<file path="src/rtl/thread_dispatch_scheduler.sv">
// thread_dispatch_scheduler: priority + round-robin picker for a 16-thread pool with valid/ready dispatch
module thread_dispatch_scheduler #(
  parameter int NUM_THREADS = 16,
  parameter int TID_W = 4,
  parameter int PRIO_W = 2,
  parameter int CNT_W = 16
) (
  input  logic                   clk,
  input  logic                   rst,
  input  logic                   wake_valid,
  input  logic [TID_W-1:0]       wake_tid,
  input  logic                   cfg_we,
  input  logic [TID_W-1:0]       cfg_tid,
  input  logic [PRIO_W-1:0]      cfg_prio,
  output logic                   disp_valid,
  output logic [TID_W-1:0]       disp_tid,
  input  logic                   disp_ready,
  output logic [NUM_THREADS-1:0] ready_mask,
  output logic                   busy,
  output logic [CNT_W-1:0]       disp_count
);
  typedef enum logic {IDLE, OFFER} state_t;
  state_t state;
  logic [PRIO_W-1:0] prio [NUM_THREADS];
  logic [TID_W-1:0] last_tid;
  logic [TID_W-1:0] winner;
  logic [TID_W-1:0] idx;
  logic [PRIO_W-1:0] max_prio;
  logic hs;
  assign hs = disp_valid & disp_ready;
  assign busy = (|ready_mask) | disp_valid;
  // winner: highest priority among ready threads, first found scanning up from last_tid+1
  always_comb begin
    max_prio = '0;
    winner = '0;
    idx = '0;
    for (int i = 0; i < NUM_THREADS; i++)
      if (ready_mask[i] && prio[i] > max_prio) max_prio = prio[i];
    for (int k = NUM_THREADS; k >= 1; k--) begin
      idx = last_tid + TID_W'(k);
      if (ready_mask[idx] && prio[idx] == max_prio) winner = idx;
    end
  end
  // ready flags: acceptance clears the offered thread, a wake sets (and wins over the clear)
  always_ff @(posedge clk) begin
    if (rst) ready_mask <= '0;
    else ready_mask <= (ready_mask & ~(hs ? NUM_THREADS'(1) << disp_tid : '0))
                     | (wake_valid ? NUM_THREADS'(1) << wake_tid : '0);
  end
  // priority registers
  always_ff @(posedge clk) begin
    if (rst) for (int i = 0; i < NUM_THREADS; i++) prio[i] <= '0;
    else if (cfg_we) prio[cfg_tid] <= cfg_prio;
  end
  // offer FSM: latch a winner in IDLE, hold it stable in OFFER until accepted
  always_ff @(posedge clk) begin
    if (rst) begin
      state <= IDLE;
      disp_valid <= 1'b0;
      disp_tid <= '0;
      last_tid <= TID_W'(NUM_THREADS - 1);
      disp_count <= '0;
    end else if (state == IDLE) begin
      if (|ready_mask) begin
        disp_tid <= winner;
        disp_valid <= 1'b1;
        state <= OFFER;
      end
    end else if (disp_ready) begin
      last_tid <= disp_tid;
      disp_count <= disp_count + 1'b1;
      disp_valid <= 1'b0;
      state <= IDLE;
    end
  end
endmodule

</file>
<file path="config.mk">
export PLATFORM = sky130hd
export DESIGN_NAME = thread_dispatch_scheduler
export DESIGN_NICKNAME = d
export VERILOG_FILES = /design/src/rtl/thread_dispatch_scheduler.sv
export SDC_FILE = /design/constraint.sdc
export NUM_CORES = 1
export LEC_CHECK = 0
export BUFFER_PORTS_ARGS = -buffer_cell sky130_fd_sc_hd__buf_2
export CAP_MARGIN = 20
export CORE_AREA = 2 2 121 123
export DETAILED_ROUTE_END_ITERATION = 8
export DIE_AREA = 0 0 123 125
export GPL_ROUTABILITY_DRIVEN = 1
export GPL_TIMING_DRIVEN = 0
export HOLD_SLACK_MARGIN = 0.06
export PLACE_DENSITY = 0.85
export SLEW_MARGIN = 10
export SYNTH_ARGS = -nofsm -noshare
export SYNTH_HDL_FRONTEND = slang
export SYNTH_SLANG_ARGS = --single-unit
</file>
<file path="constraint.sdc">
create_clock -name clk -period 20.9 [get_ports clk]
set_input_delay 1.045 -clock clk [delete_from_list [all_inputs] [get_ports clk]]
set_output_delay 1.045 -clock clk [all_outputs]
set_load 0.1 [all_outputs]
</file>
# Word level (Yosys, flattened, before mapping)
# Memory sizes are Yosys's and may differ from the RTL's. A register that Yosys moved wholly into a read port is not among the register bits.
# Index checks and enable logic that the tools add are counted.
# totals
mem_count	1
ram_bits	32
register_bits	42
elab_cells	200
in_bits	15
# mem_list
memory	words	word_bits	read_ports	rd_clocked_by_memory_dff	wr	line_no	source
prio	16	2	32	1	16	24	logic [PRIO_W-1:0] prio [NUM_THREADS];
# classes
eq_ne	17
muxes	82
bitwise	6
n_addsub	16
magnitude_cmp	32
shift	2
n_reduce_logical	38
# ops
operator	count
4-bit by 5-bit less-than comparator with 1-bit output, second input constant	16
4-bit two-way mux	19
1-bit binary-select mux with 4-bit select	16
2-bit two-way mux	17
4-bit adder, second input constant	8
2-bit equality test	16
1-bit logical AND	32
16-bit two-way mux	2
1-bit by 4-bit << shifter with 16-bit output, first input constant	2
2-bit > comparator	15
1-bit two-way mux	28
16-bit by 1-bit adder with 16-bit output, second input constant	1
4-bit by 3-bit adder with 4-bit output, second input constant	4
16-bit bitwise AND	1
16-bit NOT	1
16-bit bitwise OR	1
16-bit OR reduction	1
4-bit by 2-bit adder with 4-bit output, second input constant	2
2-bit AND reduction	3
4-bit by 1-bit adder with 4-bit output, second input constant	1
2-bit by 1-bit > comparator with 1-bit output, second input constant	1
2-bit inequality test, second input constant	1
2-bit nonzero test	1
2-bit OR reduction	1
other kinds (3)	3

# Depth between registers and ports, before layout
# Gate-level depths: netlist of run 1.
# logic_depth
ltp_word	66
depth_mapped	107
mapped_depth_nobuf	104

# Worst setup path after synthesis of run 1
# OpenSTA, ideal clock, no wires.
# synth_timing
kind	reg2reg
startpoint	register ready_mask[0]
endpoint	register disp_tid[0]
arrival_ps	18641
setup_slack_ps	2139
setup_ps	120
period_less_slack_ps	18761
path_stages_with_launch	104
required_ps	20780
path_cell_list	dfxtp_1 buf_2 nand2_1 ha_1 nor2b_1 o21ai_0 o21ai_0 ha_1 or3_1 nor3b_1 mux2i_1 nand4_1 inv_1 ha_1 nor2_1 o211a_1 o211ai_1 a21o_1 (+68 left out) o211ai_1 nand4_2 o22ai_1 ha_1 nor2b_1 o211ai_1 o21a_1 o31a_4 or2_1 buf_6 xnor2_1 a31o_1 a311oi_1 a22oi_2 or3_1 a31oi_1 nor4_1 o31a_1
# synth_between
elab_chain_len	65
# synth_lines
item	line_no	source
from (decl)	18	output logic [NUM_THREADS-1:0] ready_mask,
from (signal assigned)	47	else ready_mask <= (ready_mask & ~(hs ? NUM_THREADS'(1) << disp_tid : '0))
1-bit logical AND	38	if (ready_mask[i] && prio[i] > max_prio) max_prio = prio[i];
2-bit two-way mux	38	
2-bit > comparator	38	
1-bit logical AND	38	
2-bit two-way mux	38	
2-bit > comparator	38	
1-bit logical AND	38	
2-bit two-way mux	38	
(+34 left out)	--	
1-bit logical AND	38	
2-bit two-way mux	38	
2-bit > comparator	38	
1-bit logical AND	38	
2-bit two-way mux	38	
2-bit equality test	41	if (ready_mask[idx] && prio[idx] == max_prio) winner = idx;
1-bit logical AND	41	
4-bit two-way mux (16 in a row)	41	
to (signal assigned)	65	disp_tid <= winner;
to (decl)	16	output logic [TID_W-1:0] disp_tid,
# Parallel ways exist; a longest one is shown, timed or not. The select of a mux whose other input is x is not followed.
# A chain may end at the register's enable or synchronous reset.

# Final worst setup path of run 1
# layout_timing
startpoint	register ready_mask[0]
endpoint	register disp_tid[3]
# Same word-level chain as after synthesis.

==> impl_metrics.yaml, run 1 <==
outcome:
  outcome: "finished clean"
setup_path:
  max_stage_delay_ns: 0.51
  crit_type: "reg2reg"
  reg2reg_to: "disp_tid[3]"
  cp_data_arrival_time_ns: 20.83
  endpoint_kind: "flop"
  cp.required_ns: 21.14
  cp_common_cell: "ha_1"
  r2r_slack_ns: 0.31
  reg2reg_depth: 105
  slowest_stage: "o41ai_2"
  worstSetupStartpointType: "flop"
  r2r_start: "ready_mask[0]"
  critPathMaxFanout: 10
drt:
  drtAntennaViolNets: 0
  drcViolationCount: 0
  wl_per_cell_microns: 22.1
  drt-initial-drc-count: 1305
  drt_first_pass_iters: 5
  num_vias: 9020
  via_per_inst: 7.06
  routed_wirelength_microns: 28300
cts:
  cts_buffer_depth: 2
  cts.sinks: 78
  cts_root_buf: "clkbuf_16"
  cts_tree: "built"
  cts.clk_slew.worst_paths_ns: 0.06
  postCtsHoldBufs: 0
  cts_buffers: 9
  h-tree-depth: 3
  insertion_delay_ns: 0.34
global_routing:
  grt_pass1_vias: 8120
  grt_pass1_wl_microns: 42900
  antenna_found_initial: 0
  grt_overflow: 0
  track_usage: 0.360
  grt_max_degree: 16
logic_synthesis:
  synthXorXnorAreaFrac: 0.0463
  synth_nets: 1049
  synth_commonest_cells: "nand2_1, nor2_1, mux4_2"
  synth.top_cell.area_share: 0.155
  synth_edf_count: 32
  ys_seq_elements: 78
  synth_ff_type: "dfxtp_1"
  yosysUniqueCellTypes: 88
  synthAdderAreaFrac: 0.0374
  synth_top_family_by_area: "simple AND/OR/NAND/NOR gates"
  post-synth-top-count-cell: "nand2_1"
  avgSynthCellArea_sq_um: 8.63
  muxShareOfSynthArea: 0.231
  yosysSeqAreaShare: 0.216
  synth_compound_area_frac: 0.192
  synth_area_leaders: "mux4_2, edfxtp_1, dfxtp_1"
  synthArstFlopShare: 0
  synth_warnings: 0
  syn_inst: 1008
  syn_area_sq_um: 8700
  synthSimpleGateAreaFrac: 0.238
  synth.largest_area_cell: "mux4_2"
pwr:
  vdd_ir_drop_max_mv: 0.0665
  leakagePower_nw: 3.85
  power_density_nw_per_um2: 68.2
timing:
  period_share: 0.985
  finalSetupViolations: 0
  fin_skew_ns: 0.00638
  hold_viol: 0
  tightest_slew_ns: 0.786
  maxSlewHeadroom: 0.476
  setup_slack_ns: 0.306
  finalMaxSlewViolations: 0
  fmax_ghz: 0.0486
  min_period_ns: 20.59
min_path:
  hold_end: "disp_count[1]"
  min-delay-start: "disp_count[1]"
  hold_path.class: "reg2reg"
  holdPathStages: 2
placement:
  dpl.cell_count: 1244
  dp_hpwl_microns: 20700
  dp_slack_ns: 0.238
  place_congestion: 1.01
  port_buffers: 52
floorplan:
  core_area_sq_um: 14200
  design.portCount: 53
  rows: 44
  dieHeight_microns: 125
  initial_utilization: 0.612
  die_x_microns: 123
  dieArea_sq_um: 15400
cells_and_area:
  drive_gt1_frac: 0.228
  diodes: 0
  final_cells: 1277
  post-route-util: 0.687
  multiInputGateArea_sq_um: 6610
  nFillCells: 1084
  synthToLayoutAreaGrowth_pct: 12.2
  final-seq-area_sq_um: 1880
  nNetsFinal: 1129
job:
  maxCapViolations: 0
[worst max path at each step]
stage             startpoint     endpoint  slack, ns  cells past startpoint
2_1_floorplan  ready_mask[0]  disp_tid[0]       2.14                    103
3_3_place_gp   ready_mask[0]  disp_tid[2]       0.66                    104
3_5_place_dp   ready_mask[0]  disp_tid[2]       0.24                    104
4_1_cts        ready_mask[0]  disp_tid[2]       0.06                    104
5_1_grt        ready_mask[0]  disp_tid[3]      -0.68                    105
6_report       ready_mask[0]  disp_tid[3]       0.31                    105
[routing by layer]
metal  vias up  track usage  routed length, microns
li1       3951            -                       -
met1      4212        0.462                   10200
met2       680        0.543                   12700
met3       177       0.0963                    3430
met4         0        0.214                    1950
met5         -            0                       0
[report_power, final]
| part | total (mW) | switching, mW | leakage [nW] | internal (mW) |
|---|---|---|---|---|
| clock network | 0.155 | 0.0656 | 0.151 | 0.0893 |
| registers | 0.186 | 0.0180 | 0.679 | 0.167 |
| logic | 0.325 | 0.201 | 3.02 | 0.124 |
[cell type report]
cell class                 instances  share of cell area
multi-input combinational        851               0.678
sequential                        78               0.193
timing repair buffer              70              0.0403
clock buffer                      10              0.0256
buffer                            50              0.0242
tap                              184              0.0236
inverter                          28              0.0108
clock inverter                     6             0.00500
[cell families after synthesis]
| logic type | after synthesis |
|---|---|
| mux | 122 |
| simple gates | 427 |
| flops | 78 |
| xor+xnor | 46 |
| fa+ha+maj | 26 |
| compound gates | 230 |
| buf+inv | 79 |
[through the flow]
step           setup TNS, ns  hold WS (ns)  instance area [sq um]  power (mW)
2_1_floorplan              0         0.497                   8700       0.419
3_3_place_gp               0         0.474                   9190       0.483
3_5_place_dp               0         0.477                   9190       0.489
4_1_cts                    0         0.486                   9490       0.644
5_1_grt                -2.55         0.506                   9760       0.692
6_report                   0         0.485                   9760       0.666
[registers in the layout (all words and copies together), names as in the netlist, named ones only]
register    cells
disp_valid      1
prio           32
disp_tid        4
state           1
last_tid        4
ready_mask     16
disp_count     16
[worst max-delay path: cells and delay by family, from the launching register on]
family | cells | cell delay [ns]
AOI/OAI and AO/OA | 49 | 9.49
and+or+nand+nor | 32 | 4.81
adders and majority gates | 15 | 4.13
buffers and inverters | 6 | 0.85
muxes | 3 | 0.84
DFF | 1 | 0.35
[repair_timing]
item / CTS / global route
gates resized for setup: 0 / 42
buffers inserted: 0 / 17
endpoints found under the setup margin: 0 / 4
[cell usage in the layout, fill, tap and decap left out, types with 9 or more instances in the layout]
master,netlist,final
nand2_1,137,135
nor2_1,91,87
buf_2,11,62
mux4_2,60,60
mux2i_1,47,46
dfxtp_1,46,46
and2_1,46,44
o21ai_0,46,40
a21oi_1,41,40
nand3_1,33,33
edfxtp_1,32,32
clkbuf_1,29,28
inv_1,27,27
ha_1,26,26
xnor2_1,23,23
xor2_1,23,23
buf_4,2,20
or2_2,19,19
o211ai_1,18,18
nor3_1,17,16
nand2b_1,13,13
and3_1,12,12
mux2_2,12,12
nor2b_1,12,11
clkbuf_16,0,10
a22oi_1,9,9
o21ai_1,5,9
No activity file was read; power rests on OpenSTA's default activity.
==> inputs of run 2 (changes only) <==
--- a/config.mk
+++ b/config.mk
@@ -11,8 +11,8 @@
 export DETAILED_ROUTE_END_ITERATION = 8
 export DIE_AREA = 0 0 123 125
 export GPL_ROUTABILITY_DRIVEN = 1
-export GPL_TIMING_DRIVEN = 0
 export HOLD_SLACK_MARGIN = 0.06
+export MAX_ROUTING_LAYER = met4
 export PLACE_DENSITY = 0.85
 export SLEW_MARGIN = 10
 export SYNTH_ARGS = -nofsm -noshare
==> constraint.sdc (replaced) <==
create_clock -name clk -period 22 [get_ports clk]
set_input_delay 1.1 -clock clk [delete_from_list [all_inputs] [get_ports clk]]
set_output_delay 1.1 -clock clk [all_outputs]
set_load 0.1 [all_outputs]
==> run 2 against run 1 <==
Effect of this change: final cell count decreased by 4.5%; sequential power decreased by 4%; critical path type unchanged; core utilization decreased by 2.9 points; combinational power decreased by 12%; register-to-register slack improved by 1.4 ns; critical endpoint is now disp_tid[2]; cell area decreased by 4.3%; hold slack improved by 0.023 ns; global-route usage decreased by 0.34 points; largest cell class unchanged; clock-buffer cell count decreased by 1; die area unchanged; routed wire length decreased by 8.1%.
==> impl_metrics.yaml, run 2 (synthesized netlist as in run 1, its figures left out) <==
outcome:
  outcome: "finished clean"
cells_and_area:
  diodes: 0
  synthToLayoutAreaGrowth_pct: 7.41
  nNetsFinal: 1072
  final_cell_mix: "nand2_1, nor2_1, mux4_2, buf_2, mux2i_1"
  drive_gt1_frac: 0.194
  largest_reg_flops: 32
  final_common_cell: "nand2_1"
  final_cells: 1220
  largest_registers: "prio x32, disp_count x16, ready_mask x16"
  regMostFlops: "prio"
pwr:
  leakagePower_nw: 3.68
  clkPwrFrac: 0.238
  swShare: 0.430
  switchingPower_mw: 0.262
  intPower_mw: 0.348
  power_density_nw_per_um2: 65.3
  vdd_ir_drop_max_mv: 0.0634
  power_frac_seq: 0.293
  power_frac_comb: 0.469
setup_path:
  cp_data_arrival_time_ns: 20.60
  crit_type: "reg2reg"
  r2r_slack_ns: 1.66
  worstSetupStartpointType: "flop"
  cp_common_cell: "nor2_1"
  reg2reg_to: "disp_tid[2]"
  r2r_start: "prio[0][1]"
  crit_end: "disp_tid[2]"
  critPathLaunch: "prio[0][1]"
  crit_family: "compound AO/OA/AOI/OAI gates"
  crit_buf_inv: 4
  endpoint_kind: "flop"
  reg2reg_depth: 99
  worst-path-stages: 99
  cp.required_ns: 22.26
  max_stage_delay_ns: 0.85
  critPathMaxFanout: 8
  slowest_stage: "a21boi_0"
cts:
  insertion_delay_ns: 0.35
  h-tree-depth: 3
  cts.sinks: 78
  cts_tree: "built"
  cts_buffer_depth: 2
  cts.clk_slew.worst_paths_ns: 0.07
  cts_root_buf: "clkbuf_16"
  cts_buffers: 9
global_routing:
  grt_max_degree: 63
  grt_overflow: 0
  track_usage: 0.357
  grt_pass1_vias: 8027
  antenna_found_initial: 0
  grt_pass1_wl_microns: 41700
min_path:
  hold_path.class: "reg2reg"
  holdPathStages: 2
placement:
  place_congestion: 1.00
  dpl.cell_count: 1201
  port_buffers: 52
  dp_slack_ns: 1.14
  dp_hpwl_microns: 19200
drt:
  wl_per_cell_microns: 21.3
  drt-initial-drc-count: 1162
  routed_wirelength_microns: 26000
  drt_first_pass_iters: 5
  via_per_inst: 6.98
  drtAntennaViolNets: 0
  drcViolationCount: 0
  num_vias: 8518
floorplan:
  rows: 44
  dieHeight_microns: 125
  die_x_microns: 123
  dieArea_sq_um: 15400
  design.portCount: 53
  initial_utilization: 0.612
  core_area_sq_um: 14200
timing:
  maxSlewHeadroom: 0.271
  finalMaxSlewViolations: 0
  fmax_ghz: 0.0492
  min_period_ns: 20.34
  fin_skew_ns: 0.0100
  finalSetupViolations: 0
  hold_viol: 0
  tightest_slew_ns: 1.09
  period_share: 0.925
  finalSetupTns_ns: 0
  setup_slack_ns: 1.66
job:
  maxCapViolations: 0
## run 2: cell count changes in the layout (fill, tap and decap cells not counted), moves of 3 or more
cell,change
a311oi_1,+4
a311oi_2,-4
buf_1,-6
buf_2,-10
buf_4,-9
buf_6,-3
clkbuf_1,-28
nor2_1,+4
nor2_2,-3
o21ai_0,+6
o21ai_1,-4
## run 2: power groups by stage
stage | sequential [mW] | clock, mW | combinational [mW]
after floorplan | 0.193 | 0 | 0.205
after global placement | 0.179 | 0 | 0.271
after detailed placement | 0.180 | 0 | 0.276
after CTS | 0.177 | 0.145 | 0.277
after global routing | 0.179 | 0.152 | 0.306
final | 0.179 | 0.145 | 0.286
## run 2: cell type report
cell class / count / area (sq um)
fillers: 1162 / 4860
flip-flops and latches: 78 / 1890
clock buffers: 9 / 225
clock inverters: 7 / 60.1
repair buffers: 63 / 343
inverters: 28 / 105
multi-input cells: 851 / 6490
well taps: 184 / 230
## run 2: through the flow
step           instance area [sq um]  hold WS, ns  utilization  power (mW)
2_1_floorplan                   8700        0.497            -       0.398
3_3_place_gp                    9020        0.489        0.635       0.450
3_5_place_dp                    9020        0.500        0.635       0.456
4_1_cts                         9300        0.511        0.655       0.600
5_1_grt                         9340        0.538        0.658       0.637
6_report                        9340        0.508        0.658       0.610
## run 2: metal layers
| metal | track usage | vias to the layer above | wire length, microns |
|---|---|---|---|
| met5 | - | - | 0 |
| met4 | 0.193 | 0 | 1480 |
| met3 | 0.0657 | 114 | 2860 |
| met2 | 0.532 | 562 | 11800 |
| met1 | 0.459 | 4023 | 9820 |
| li1 | - | 3819 | - |
## run 2: timing repair
| action | in CTS | in global routing |
|---|---|---|
| gates resized for setup | 0 | 6 |
| setup buffers | 0 | 3 |
| hold buffers | 0 | 0 |
| setup endpoints to repair | 0 | 4 |
## run 2: worst min path at each step
| stage | from | endpoint |
|---|---|---|
| global route | disp_count[1] | disp_count[1] |
| finish | disp_count[1] | disp_count[1] |
| CTS | disp_count[1] | disp_count[1] |
| global placement | disp_count[1] | disp_count[1] |
| detailed placement | disp_count[1] | disp_count[1] |
| floorplan | state | state |
## run 2: tightest hold or removal path: stages, from the launching register on
cell and delay [ns]:
dfxtp_1 0.34, nand2_1 0.06, a21oi_1 0.06
==> inputs of run 3 (changes only) <==
--- a/config.mk
+++ b/config.mk
@@ -7,13 +7,14 @@
 export LEC_CHECK = 0
 export BUFFER_PORTS_ARGS = -buffer_cell sky130_fd_sc_hd__buf_2
 export CAP_MARGIN = 20
-export CORE_AREA = 2 2 121 123
+export CORE_AREA = 2 2 117 119
 export DETAILED_ROUTE_END_ITERATION = 8
-export DIE_AREA = 0 0 123 125
+export DIE_AREA = 0 0 119 121
 export GPL_ROUTABILITY_DRIVEN = 1
 export HOLD_SLACK_MARGIN = 0.06
 export MAX_ROUTING_LAYER = met4
-export PLACE_DENSITY = 0.85
+export PLACE_DENSITY = 0.9
+export SETUP_SLACK_MARGIN = 0.05
 export SLEW_MARGIN = 10
 export SYNTH_ARGS = -nofsm -noshare
 export SYNTH_HDL_FRONTEND = slang
==> constraint.sdc (replaced) <==
create_clock -name clk -period 25.3 [get_ports clk]
set_input_delay 1.265 -clock clk [delete_from_list [all_inputs] [get_ports clk]]
set_output_delay 1.265 -clock clk [all_outputs]
set_load 0.1 [all_outputs]
==> run 3 against run 2 <==
Effect of this change: hold slack gained 0.0086 ns; die area shrank 6.3%; non-clock buffer count shrank 3; global-route usage grew 2.4 points; clock power shrank 14%; power shrank 13%; routed wire length grew 0.67%; setup slack gained 2.1 ns; final cell count shrank 0.90%; combinational power shrank 15%; critical endpoint unchanged; largest power group unchanged.
==> impl_metrics.yaml, run 3 (synthesized netlist as in run 1, its figures left out) <==
drt:
  top_layer_used: "met4"
  routed-wl-met2_microns: 11800
  drtAntennaViolNets: 0
  wl_per_cell_microns: 21.6
  drcViolationCount: 0
  num_vias: 8653
  routed_wirelength_microns: 26200
  drt-initial-drc-count: 1432
  via_per_inst: 7.16
  wl_met3_microns: 3090
  wl_met1_microns: 9580
  drt_first_pass_iters: 6
cells_and_area:
  nFillCells: 982
  nNetsFinal: 1069
  final_common_cell: "nand2_1"
  final-seq-area_sq_um: 1890
  drive_gt1_frac: 0.188
  diodes: 0
  regMostFlops: "prio"
  synthToLayoutAreaGrowth_pct: 6.89
  multiInputGateArea_sq_um: 6470
  largest_reg_flops: 32
  final_cell_mix: "nand2_1, nor2_1, mux4_2, buf_2, mux2i_1"
  largest_registers: "prio x32, disp_count x16, ready_mask x16"
floorplan:
  dieHeight_microns: 121
  rows: 42
  initial_utilization: 0.665
  dieArea_sq_um: 14400
  design.portCount: 53
  die_x_microns: 119
  core_area_sq_um: 13100
setup_path:
  crit_type: "reg2reg"
  cp_data_arrival_time_ns: 21.81
  worstSetupStartpointType: "flop"
  critPathMaxFanout: 20
  reg2reg_depth: 101
  max_stage_delay_ns: 0.73
  reg2reg_to: "disp_tid[2]"
  cp.required_ns: 25.52
  endpoint_kind: "flop"
  cp_common_cell: "nor2_1"
  r2r_start: "ready_mask[0]"
  r2r_slack_ns: 3.71
  slowest_stage: "or2_1"
timing:
  finalSetupTns_ns: 0
  finalSetupViolations: 0
  rsz0062_at_grt: "false"
  finalMaxSlewViolations: 0
  fin_skew_ns: 0.00938
  maxSlewHeadroom: 0.189
  tightest_slew_ns: 1.21
  min_period_ns: 21.59
  setup_slack_ns: 3.71
  period_share: 0.853
  fmax_ghz: 0.0463
  hold_viol: 0
pwr:
  power_density_nw_per_um2: 56.8
  leakagePower_nw: 3.66
  vdd_ir_drop_max_mv: 0.0773
cts:
  cts_buffer_depth: 2
  cts_tree: "built"
  postCtsHoldBufs: 0
  h-tree-depth: 3
  cts_resized: 0
  cts.sinks: 78
  cts.clk_slew.worst_paths_ns: 0.07
  insertion_delay_ns: 0.35
  post_cts_buffers: 0
  cts_root_buf: "clkbuf_16"
  cts_buffers: 9
min_path:
  min-delay-start: "disp_count[1]"
  hold_path.class: "reg2reg"
  hold_end: "disp_count[1]"
  holdPathStages: 2
outcome:
  outcome: "finished clean"
placement:
  dp_hpwl_microns: 19400
  place_congestion: 1.04
  dp_slack_ns: 4.33
  port_buffers: 52
global_routing:
  track_usage: 0.381
  grt_overflow: 0
  grt_pass1_wl_microns: 41900
  antenna_found_initial: 0
  grt_max_degree: 65
  grt_pass1_vias: 8164
job:
  maxCapViolations: 0
==> run 3: how the worst max path moves through the flow <==
| stage | slack, ns | start | endpoint | cells past startpoint |
|---|---|---|---|---|
| 2_1_floorplan | 6.54 | ready_mask[0] | disp_tid[0] | 103 |
| 3_3_place_gp | 5.27 | ready_mask[0] | disp_tid[2] | 102 |
| 3_5_place_dp | 4.33 | ready_mask[0] | disp_tid[2] | 101 |
| 4_1_cts | 4.27 | ready_mask[0] | disp_tid[2] | 101 |
| 5_1_grt | 2.00 | ready_mask[0] | disp_tid[2] | 103 |
| 6_report | 3.71 | ready_mask[0] | disp_tid[2] | 101 |
==> run 3: report_power, final <==
part / internal, mW / leakage (nW) / switching (mW) / total [mW]
Combinational: 0.0944 / 2.85 / 0.149 / 0.243
Sequential: 0.138 / 0.679 / 0.0210 / 0.159
Clock: 0.0706 / 0.140 / 0.0548 / 0.125
==> run 3: worst max-delay path, delay by kind of cell (launching register included) <==
| kind | cells | cell delay [ns] |
|---|---|---|
| AOI/OAI and AO/OA | 48 | 10.19 |
| and+or+nand+nor | 31 | 5.11 |
| adders and majority gates | 15 | 4.03 |
| muxes | 4 | 1.24 |
| DFF | 1 | 0.60 |
| buffers and inverters | 3 | 0.28 |
==> run 3: through the flow <==
| stage | hold WS [ns] | utilization | area, sq um | total power, mW | instances |
|---|---|---|---|---|---|
| floorplan | 0.497 | - | 8700 | 0.346 | 1008 |
| global placement | 0.492 | 0.688 | 9010 | 0.392 | 1193 |
| detailed placement | 0.504 | 0.688 | 9010 | 0.396 | 1193 |
| CTS | 0.520 | 0.710 | 9300 | 0.521 | 1209 |
| global route | 0.551 | 0.710 | 9300 | 0.552 | 1209 |
| finish | 0.517 | 0.710 | 9300 | 0.528 | 1209 |
==> run 3: layer usage <==
| layer | track usage | vias up |
|---|---|---|
| li1 | - | 3844 |
| met1 | 0.473 | 4015 |
| met2 | 0.575 | 655 |
| met3 | 0.0832 | 139 |
| met4 | 0.224 | 0 |
| met5 | - | - |
==> run 3: cell type report <==
cell class | count | area share
well taps | 176 | 0.0237
clock inverters | 6 | 0.00552
inverters | 28 | 0.0113
clock buffers | 10 | 0.0257
repair buffers | 60 | 0.0345
multi-input cells | 851 | 0.697
flip-flops and latches | 78 | 0.203
